`config.mk`:
```
export PLATFORM = sky130hd
export DESIGN_NAME = mem_port_arbiter
export DESIGN_NICKNAME = d
export VERILOG_FILES = /design/src/rtl/mem_port_arbiter.sv
export SDC_FILE = /design/constraint.sdc
export NUM_CORES = 1
export LEC_CHECK = 0
export CAP_MARGIN = 10
export CELL_PAD_IN_SITES_DETAIL_PLACEMENT = 0
export CELL_PAD_IN_SITES_GLOBAL_PLACEMENT = 1
export CORE_ASPECT_RATIO = 0.9
export CORE_MARGIN = 3
export CORE_UTILIZATION = 29
export DETAILED_ROUTE_END_ITERATION = 6
export GPL_ROUTABILITY_DRIVEN = 0
export PLACE_DENSITY_LB_ADDON = 0.1
export SYNTH_ARGS = -nofsm -noshare
export SYNTH_HDL_FRONTEND = slang
export SYNTH_SLANG_ARGS = --single-unit
```
`constraint.sdc`:
```
create_clock -name clk -period 4.5 [get_ports clk]
set_input_delay 0.675 -clock clk [delete_from_list [all_inputs] [get_ports clk]]
set_output_delay 0.675 -clock clk [all_outputs]
set_load 0.005 [all_outputs]
```
`src/rtl/mem_port_arbiter.sv`:
```
// Shares one memory port between fetch (I) and load/store (D) requesters.
// Define TIMEOUT_EN to abort an access stalled for TIMEOUT_CYCLES in BUSY.
module mem_port_arbiter #(
  parameter int ADDR_W         = 32,
  parameter int DATA_W         = 32,
  parameter int MAX_DATA_BURST = 4,
  parameter int TIMEOUT_CYCLES = 16
) (
  input  logic              clk,
  input  logic              reset,
  input  logic              i_req,
  input  logic [ADDR_W-1:0] i_addr,
  input  logic              d_req,
  input  logic              d_we,
  input  logic [ADDR_W-1:0] d_addr,
  input  logic [DATA_W-1:0] d_wdata,
  output logic              i_ack,
  output logic              d_ack,
  output logic [DATA_W-1:0] rdata,
  output logic              addr_sel,
  output logic              mem_req,
  output logic              mem_we,
  output logic [ADDR_W-1:0] mem_addr,
  output logic [DATA_W-1:0] mem_wdata,
  input  logic [DATA_W-1:0] mem_rdata,
  input  logic              mem_ack,
  output logic              err
);

  typedef enum logic [1:0] {
    IDLE,
    BUSY_I,
    BUSY_D,
    ACK
  } state_t;

  localparam int BW = $clog2(MAX_DATA_BURST + 1);
  localparam logic [BW-1:0] BMAX = BW'(MAX_DATA_BURST);

  state_t        state;
  logic [BW-1:0] burst_cnt;
  logic          gnt_d;
  logic          gnt_i;
  logic          busy;
  logic          tmo;

  // Data wins unless it has used its burst allowance against a waiting fetch.
  always_comb begin
    gnt_d = 1'b0;
    gnt_i = 1'b0;
    if (state == IDLE) begin
      if (d_req && !(i_req && burst_cnt == BMAX)) begin
        gnt_d = 1'b1;
      end else if (i_req) begin
        gnt_i = 1'b1;
      end
    end
  end

  assign busy = (state == BUSY_I) || (state == BUSY_D);

`ifdef TIMEOUT_EN
  localparam int TW = $clog2(TIMEOUT_CYCLES + 1);
  localparam logic [TW-1:0] TLAST = TW'(TIMEOUT_CYCLES - 1);

  logic [TW-1:0] tmo_cnt;

  assign tmo = busy && !mem_ack && (tmo_cnt == TLAST);

  always_ff @(posedge clk or posedge reset) begin
    if (reset) begin
      tmo_cnt <= '0;
      err     <= 1'b0;
    end else begin
      err <= tmo;
      if (gnt_d || gnt_i) begin
        tmo_cnt <= '0;
      end else if (busy) begin
        tmo_cnt <= tmo_cnt + TW'(1);
      end
    end
  end
`else
  assign tmo = 1'b0;
  assign err = 1'b0;
`endif

  always_ff @(posedge clk or posedge reset) begin
    if (reset) begin
      state     <= IDLE;
      burst_cnt <= '0;
      i_ack     <= 1'b0;
      d_ack     <= 1'b0;
      rdata     <= '0;
      addr_sel  <= 1'b0;
      mem_req   <= 1'b0;
      mem_we    <= 1'b0;
      mem_addr  <= '0;
      mem_wdata <= '0;
    end else begin
      i_ack <= 1'b0;
      d_ack <= 1'b0;
      unique case (state)
        IDLE: begin
          if (gnt_d || gnt_i) begin
            state     <= gnt_d ? BUSY_D : BUSY_I;
            addr_sel  <= gnt_d;
            mem_req   <= 1'b1;
            mem_we    <= gnt_d && d_we;
            mem_addr  <= gnt_d ? d_addr : i_addr;
            mem_wdata <= gnt_d ? d_wdata : '0;
          end
          if (gnt_i || (gnt_d && !i_req)) begin
            burst_cnt <= '0;
          end else if (gnt_d && burst_cnt != BMAX) begin
            burst_cnt <= burst_cnt + BW'(1);
          end
        end
        BUSY_I, BUSY_D: begin
          if (mem_ack || tmo) begin
            state   <= ACK;
            mem_req <= 1'b0;
            mem_we  <= 1'b0;
            i_ack   <= (state == BUSY_I);
            d_ack   <= (state == BUSY_D);
            // Stores keep the last read value; an aborted access returns 0.
            if (tmo) begin
              rdata <= '0;
            end else if (!mem_we) begin
              rdata <= mem_rdata;
            end
          end
        end
        ACK: begin
          state <= IDLE;
        end
        default: begin
          state <= IDLE;
        end
      endcase
    end
  end

endmodule

```
==> impl_results.md, run 1 <==
- Cell taking the most area after synthesis: dfrtp_1
- Initial antenna violation count: 0
- Unrepaired setup endpoints after global routing: no
- Final worst path period share: 51.7%
- Die X: 134 um
- Synth Cell Area: 4290 sq um
- Pre-antenna DRT Iters: 5
- Die span in y: 121 um
- Reg power frac: 35.2%
- Power per Cell Area: 646 nW/um^2
- GRT Util Overall: 15.0%
- Routed via count: 3,337
- DR DRC count: 0
- Top cell type's share of synthesized area: 61.8%
- Maximum vdd drop: 0.234 mV
- Final HPWL DP: 8.76 mm
- Clock Skew: 0.00575 ns
- Avg Cell Area, Syn: 14.1 sq um
- Int Pwr: 3.31 mW
- H-tree depth: 3
- Ports: 236
- Iter 0 DRT Violations: 179
- Max-Cap Viols: 0
- Setup ws final: 2.17 ns
- Worst slew pin tran: 1.10 ns
- Syn nets: 443
- WS Path Type: in2reg
- Starting Density: 30.1%
- Yosys cell types: 30
- Number of placement rows: 41
- Count of buffers from port buffering: 234
- Vias in the first global route: 3,573
- Nets@finish: 673
- Clock power frac: 19.2%
- Largest net degree at the start of global routing: 46
- Total Routed Length: 12.2 mm
- Sink count of the clock tree: 106
- Via density: 4.57
- Synth warn: 0
- CTS clk-pin slew, worst paths: 0.07 ns
- Synth area leaders: dfrtp_1 62%, mux2_2 8.4%, a22o_1 6.5%
- Area growth, synth to finish: 66.2%
- Min-Delay Path Class: reg2reg
- Worst-path maximum fanout: 32
- Switching power: 1.30 mW
- Antenna Nets Post-Route: 0
- Tmin final: 2.33 ns
- Die Area: 16,300 sq um
- Crit. End Element: flip-flop
- #FFs+latches synth: 106
- CTS tree: done
- Global-route wire length before repair: 19.3 mm
- TritonCTS Buffers: 9
- Final setup vio count: 0
- Final number of max-transition violations: 0
- CP Launch Type: primary input
- Outcome: complete, no violations
- Leakage power: 2.93 nW
- Register area share after synthesis: 61.8%
- Clock Tree Buf Depth: 2
- Logic pwr share: 45.7%
- Cts hold-fix bufs: 0
- Post-CTS sizing: 0
- Post-Synthesis Cells: 304
- Drt wl/cell: 16.7 um
- ANT cells: 0
- Worst hold slack: 0.480 ns
- Final setup TNS: 0 ns
- GRT Residual Overflow: 0
- Dpl ws: 1.78 ns
- Slew HR: 26.9%
- FMAX: 0.430 GHz
- Critical Path RT: 4.78 ns
- Root Buffer: clkbuf_16
- CP arrival: 2.61 ns
- Sw frac: 28.1%
- Layout cells sized above 1: 12.3%
- Core ar.: 14,300 sq um
- # Post-CTS Setup Buffers: 0
- Hold Vio Cnt, Final: 0
- Worst-Skew Late Latency: 0.34 ns
-- sequential cells by signal, summed over array words and instances, names as in the netlist --
register,flops
mem_wdata,32
addr_sel,1
mem_req,1
burst_cnt,3
d_ack,1
i_ack,1
mem_we,1
rdata,32
state,2
mem_addr,32
-- worst max-delay path: stages --
cell and delay [ns]:
clkdlybuf4s50_1 0.66, a21o_1 0.90, o221a_2 0.37
-- cell families (layout without fill, tap and decap cells) --
kind of cell	after synthesis	count (layout)	synth area share, %
other	1	1	0.0874
muxes	32	32	8.40
DFF	106	106	61.8
AOI/OAI and AO/OA	76	76	16.9
buffers and inverters	29	262	3.76
and+or+nand+nor	55	55	7.55
adders and majority gates	5	5	1.46
-- power groups by stage --
stage	registers [mW]	clock network, mW	logic, mW
final	1.62	0.883	2.11
after global routing	1.67	0.962	2.29
after CTS	1.62	0.924	2.15
after detailed placement	1.62	0	2.15
after global placement	1.62	0	2.12
after floorplan	1.65	0	0.959
-- final timing paths --
check | slack, ns | endpoint | cells after the start | startpoint
max | 2.17 | mem_addr[31] | 3 | d_req
max in group asynchronous | 2.96 | rdata[19] | 3 | reset
min reg2reg | 0.48 | addr_sel | 2 | addr_sel
min | 0.48 | addr_sel | 2 | addr_sel
min in group asynchronous | 0.65 | mem_wdata[3] | 2 | reset
max reg2reg | 2.34 | rdata[8] | 5 | state[1]
-- final cells by class --
type,count,area (sq um)
Tap cell,193,241
Timing Repair Buffer,241,2390
Clock buffer,9,225
Multi-Input combinational cell,169,1480
Inverter,7,28.8
Clock inverter,5,104
Fill cell,1264,7130
Sequential cell,106,2650
-- placed cells by master (no fill, tap or decap), types with 3 or more instances in the layout --
cell type,instances
a22o_1,32
buf_4,7
bufinv_16,3
clkbuf_16,9
clkdlybuf4s50_1,234
dfrtp_1,106
ha_1,5
inv_1,6
mux2_2,32
nand2_1,7
nand2b_1,33
o21ai_0,4
o221a_1,21
o221a_2,11
-- stage by stage --
stage | cells | power, mW | cell area (sq um) | utilization (%)
final | 730 | 4.61 | 7130 | 50.0
after global routing | 730 | 4.93 | 7130 | 50.0
after CTS | 730 | 4.70 | 7130 | 50.0
after detailed placement | 716 | 3.77 | 6800 | 47.7
after global placement | 716 | 3.75 | 6800 | 47.7
after floorplan | 304 | 2.61 | 4290 | -
-- Yosys cell counts --
library cell,instances
a22o_1,32
or3_1,1
a221oi_1,1
conb_1,1
nor2b_1,2
nor3b_1,2
ha_1,5
nand2_1,7
o21ai_1,1
a21o_1,2
inv_1,7
nand3b_1,2
and2_1,1
buf_4,4
and3_1,2
clkbuf_1,3
o21ai_0,4
o21ai_2,1
o221a_1,21
mux2_2,32
a32o_1,2
dfrtp_1,106
a211oi_1,1
o221a_2,11
nand2b_1,33
nand3_1,2
nor2_1,2
buf_6,3
nand4_1,1
buf_2,12
-- routing by layer --
metal  GRT usage, %  vias to the layer above  part of all wire (%)
li1               -                     1576                     -
met1           19.4                     1610                    43
met2           23.5                      140                    48
met3           5.51                       11                   7.7
met4           4.90                        0                   1.4
met5              0                        -                     0
No activity file was read; power rests on OpenSTA's default activity.
==> run 2, diff against run 1 <==
Settings changed: CORE_UTILIZATION 29 to 27.
Clock period 4.5 ns to 2.1 ns, I/O delays scaled along.
==> run 2 against run 1 <==
  * Sequential power up 110%
  * Wire length up 0.54%
  * Total power up 110%
  * Utilization down 3.5 points
  * Clock-buffer cell count up 1
  * Cell count up 1.8%
  * Worst setup slack worse by 1.8 ns
  * Hold slack worse by 0.082 ns
  * Critical endpoint is now mem_addr[16]
  * Largest cell class unchanged
==> impl_results.md, run 2 (synthesized netlist as in run 1, its figures left out) <==
- Crit-path slowest cell: dfrtp_1
- Global-route wire length before repair: 20.0 mm
- Antenna Nets Post-Route: 0
- Drt wl/cell: 16.5 um
- Starting Density: 27.7%
- Worst hold slack: 0.399 ns
- CP arrival: 1.99 ns
- Tmin final: 1.76 ns
- Max-Cap Viols: 0
- Critical Path RT: 2.33 ns
- Worst-path maximum fanout: 32
- Number of placement rows: 43
- Met2 WL: 5.99 mm
- Clock Tree Buf Depth: 2
- Total Routed Length: 12.3 mm
- Ports: 236
- Initial antenna violation count: 0
- Top routing layer in use: met4
- Post-CTS sizing: 0
- Count of buffers from port buffering: 234
- Iter 0 DRT Violations: 129
- Layout cells sized above 1: 12.9%
- Placed cell count: 727
- Vias in the first global route: 3,669
- Pre-antenna DRT Iters: 4
- ANT cells: 0
- Final number of max-transition violations: 0
- Outcome: complete, no violations
- Wl on met1: 5.20 mm
- CTS clk-pin slew, worst paths: 0.07 ns
- H-tree depth: 3
- Cell Chain, Critical Path: inv_1 > ha_1 > nand2_1 > a21o_1 > buf_4 > o221a_1
- Routed via count: 3,325
- Die span in y: 126 um
- Cell Count, Final, Fillers Out: 743
- Final HPWL DP: 8.69 mm
- Unrepaired setup endpoints after global routing: no
- WS Path Type: reg2reg
- GRT Util Overall: 14.3%
- Most frequent cells in the layout: 234 x clkdlybuf4s50_1, 106 x dfrtp_1, 33 x nand2b_1, 32 x mux2_2, 32 x a22o_1
- CTS tree: done
- Area growth, synth to finish: 68.0%
- TritonCTS Buffers: 9
- FMAX: 0.568 GHz
- Largest net degree at the start of global routing: 70
- Cts hold-fix bufs: 0
- Root Buffer: clkbuf_16
- Power, Total: 9.81 mW
- Hold Vio Cnt, Final: 0
- Leakage power: 2.95 nW
- Die Area: 17,400 sq um
- Worst-Skew Late Latency: 0.35 ns
- Maximum vdd drop: 0.607 mV
- Crit path largest cell delay: 0.40 ns
- Final worst path period share: 83.8%
- Die X: 139 um
- DR WL met3: 937 um
- Final setup TNS: 0 ns
- DR DRC count: 0
- Sink count of the clock tree: 106
- Clock Skew: 0.00547 ns
- Registers with the most flip-flops: mem_addr (32), mem_wdata (32), rdata (32)
- Via density: 4.48
- Final setup vio count: 0
- Min-Delay Path Class: in2async
- GRT Residual Overflow: 0
- CP Launch Type: flip-flop
- Nets@finish: 675
- # Post-CTS Setup Buffers: 0
- Core ar.: 15,500 sq um
- Power per Cell Area: 1360 nW/um^2
- Commonest non-fill, non-tap cell in the layout: clkdlybuf4s50_1
- Crit. End Element: flip-flop
run 2: cell types whose count changed in the layout (fill, tap and decap cells not counted), sizes merged:
cell | before | now
buf | 7 | 9
bufinv | 3 | 1
clkinv | 1 | 3
clkinvlp | 0 | 2
clkbuf | 9 | 10
inv | 8 | 7
run 2: final cells by class:
type	instances	area, sq um
Tap cell	202	253
Timing Repair Buffer	243	2480
Sequential cell	106	2650
Clock inverter	6	65.1
Fill cell	1413	8290
Clock buffer	10	239
Inverter	7	30.0
Multi-Input combinational cell	169	1480
run 2: path summary, 6_finish.rpt:
path                       startpoint           end  slack (ns)  cells past startpoint
max in group asynchronous       reset  mem_addr[16]        1.33                      3
setup / recovery             state[1]  mem_addr[16]        0.34                      6
hold reg to reg              addr_sel      addr_sel        0.49                      2
min in group clk             addr_sel      addr_sel        0.49                      2
setup reg to reg             state[1]  mem_addr[16]        0.34                      6
hold / removal                  reset     rdata[17]        0.40                      3
run 2: metrics by stage:
step | cell area [sq um] | utilization (%) | worst slack (ns)
2_1_floorplan | 4290 | - | 0.505
3_5_place_dp | 6900 | 44.6 | 0.222
4_1_cts | 7210 | 46.5 | 0.330
3_3_place_gp | 6900 | 44.6 | 0.246
5_1_grt | 7210 | 46.5 | 0.198
6_report | 7210 | 46.5 | 0.340
run 2: layer usage:
layer	vias up	GRT usage, %
met5	-	0
met4	0	2.93
met3	12	6.00
met2	131	23.5
met1	1601	17.7
li1	1581	-
run 2: report_power, final:
group	internal [mW]	switching, mW	leakage [nW]	total, mW
Clock	0.959	0.760	0.149	1.72
Sequential	2.99	0.479	1.27	3.47
Combinational	3.05	1.58	1.54	4.63
run 2: worst max-delay path, delay by kind of cell, from the launching register on:
family,cells,cell delay [ns]
fa+ha+maj,1,0.36
simple gates,1,0.09
compound gates,2,0.44
buf+inv,2,0.34
flops,1,0.40
==> run 3, diff against run 2 <==
Clock period 2.1 ns to 1.5 ns, I/O delays scaled along.
==> run 3 against run 2 <==
  * The run now ends with setup timing left
  * Sequential cell count stayed put
  * Critical endpoint is now rdata[9]
  * Critical path type unchanged
  * Wire length is 12% higher
  * Largest power group unchanged
  * Utilization is 3.7 points higher
==> impl_results.md, run 3 (synthesized netlist as in run 1, its figures left out) <==
- CTS tree: done
- Worst hold slack: 0.343 ns
- Final worst path period share: 107%
- Footprint of the multi-input gates: 1680 sq um
- Reg2Reg Setup Slack: -0.11 ns
- Int Pwr: 10.9 mW
- Global-route wire length before repair: 21.0 mm
- Reg power frac: 31.7%
- Logic pwr share: 52.2%
- Die Area: 17,400 sq um
- Capturing point of the worst reg2reg path: rdata[9]
- Fin util: 50.2%
- Largest net degree at the start of global routing: 52
- TritonCTS Buffers: 9
- FMAX: 0.623 GHz
- Routed via count: 3,538
- Failing checks: setup timing
- Core ar.: 15,500 sq um
- Nets@finish: 704
- Unrepaired setup endpoints after global routing: yes
- Starting Density: 27.7%
- Leakage power: 3.38 nW
- Sink count of the clock tree: 106
- Final number of max-transition violations: 0
- DR DRC count: 0
- Min-Delay Path Class: in2async
- Critical Path RT: 1.73 ns
- Total Routed Length: 13.7 mm
- Root Buffer: clkbuf_16
- Placed Area: 7080 sq um
- Die X: 139 um
- Clock Skew: 0.00748 ns
- Final setup vio count: 34
- Layout cells sized above 1: 18.9%
- Origin of the critical flop-to-flop path: state[0]
- Vias in the first global route: 3,765
- Final HPWL DP: 9.31 mm
- Die span in y: 126 um
- Switching power: 4.32 mW
- FF+latch area: 2650 sq um
- GRT Util Overall: 15.1%
- Design area: 7780 sq um
- Pre-antenna DRT Iters: 4
- Drt wl/cell: 17.7 um
- Most frequent cells in the layout: 223 x clkdlybuf4s50_1, 106 x dfrtp_1, 33 x nand2b_1, 32 x a22o_1, 21 x o221a_1
- Outcome: finished, violations left
- Antenna Nets Post-Route: 0
- Area growth, synth to finish: 81.3%
- Crit. End Element: flip-flop
- Clock Tree Buf Depth: 2
- Iter 0 DRT Violations: 129
- Power per Cell Area: 1960 nW/um^2
- Commonest non-fill, non-tap cell in the layout: clkdlybuf4s50_1
- CP arrival: 1.83 ns
- Worst-path maximum fanout: 5
- GRT Residual Overflow: 0
- Registers with the most flip-flops: mem_addr (32), mem_wdata (32), rdata (32)
- Setup ws final: -0.106 ns
- ANT cells: 0
- Count of buffers from port buffering: 234
- H-tree depth: 3
- Maximum vdd drop: 1.12 mV
- Max-Cap Viols: 0
- Via density: 4.58
- Worst-Skew Late Latency: 0.35 ns
- Initial antenna violation count: 0
- Cts hold-fix bufs: 0
- Filler cells: 1,338
- Clock power frac: 16.0%
- Number of placement rows: 43
- Ports: 236
- WS Path Type: reg2reg
- Sw frac: 28.3%
- Hold Vio Cnt, Final: 0
- Tmin final: 1.61 ns
- R2R depth: 6
- CTS clk-pin slew, worst paths: 0.07 ns
- CP Launch Type: flip-flop
run 3: cell types whose count changed in the layout (fill, tap and decap cells not counted), sizes merged:
| cell | previous run | this run |
|---|---|---|
| clkinv | 3 | 0 |
| buf | 9 | 35 |
| dlymetal6s2s | 0 | 10 |
| clkdlybuf4s50 | 234 | 223 |
| dlygate4sd2 | 0 | 1 |
| clkbuf | 10 | 16 |
run 3: critical path, stage by stage (launching register included):
cell	delay, ns
dfrtp_1	0.37
inv_2	0.05
ha_4	0.29
nand3b_1	0.16
buf_6	0.19
buf_16	0.14
mux2_4	0.30
run 3: layout make-up:
class	count	share of cell area, %
repair buffers	272	36.7
clock inverters	3	0.595
multi-input cells	169	21.6
clock buffers	13	3.35
flip-flops and latches	106	34.1
inverters	7	0.386
well taps	202	3.25
run 3: worst max path at each step:
stage                        start           end  slack (ns)
after global placement       i_req   mem_addr[9]       -0.15
after global routing      state[0]        mem_we       -0.15
after CTS                 state[1]        mem_we       -0.11
final                     state[0]      rdata[9]       -0.11
after detailed placement     i_req  mem_addr[31]       -0.17
after floorplan           state[1]     rdata[21]       -0.04
run 3: layer usage:
metal | track usage (%) | share of wire [%] | wire [um] | vias up
li1 | - | - | - | 1648
met1 | 19.4 | 44 | 5960 | 1740
met2 | 24.9 | 49 | 6710 | 140
met3 | 4.51 | 6.3 | 862 | 10
met4 | 4.32 | 1.1 | 150 | 0
met5 | 0 | 0 | 0 | -
run 3: through the flow:
step | power (mW) | setup slack [ns] | setup TNS, ns | cells
after floorplan | 8.18 | -0.0354 | -0.321 | 304
after global placement | 11.9 | -0.151 | -12.05 | 742
after detailed placement | 12.0 | -0.170 | -13.41 | 742
after CTS | 15.1 | -0.114 | -3.12 | 767
after global routing | 16.3 | -0.155 | -4.94 | 772
final | 15.3 | -0.106 | -2.90 | 772
run 3: what timing repair did:
action / 4_1_cts / 5_1_grt
pin swaps: 3 / 25
resized for setup: 13 / 28
endpoints found under the hold margin: 0 / 0
endpoints found under the setup margin: 56 / 108
setup buffers: 7 / 1
gates cloned: 2 / 4
run 3: power by group through the flow:
stage / clock network (mW) / registers [mW] / logic (mW)
floorplan: 0 / 4.96 / 3.22
global placement: 0 / 4.86 / 7.08
detailed placement: 0 / 4.87 / 7.15
CTS: 2.57 / 4.85 / 7.72
global route: 2.68 / 5.01 / 8.56
finish: 2.45 / 4.84 / 7.97
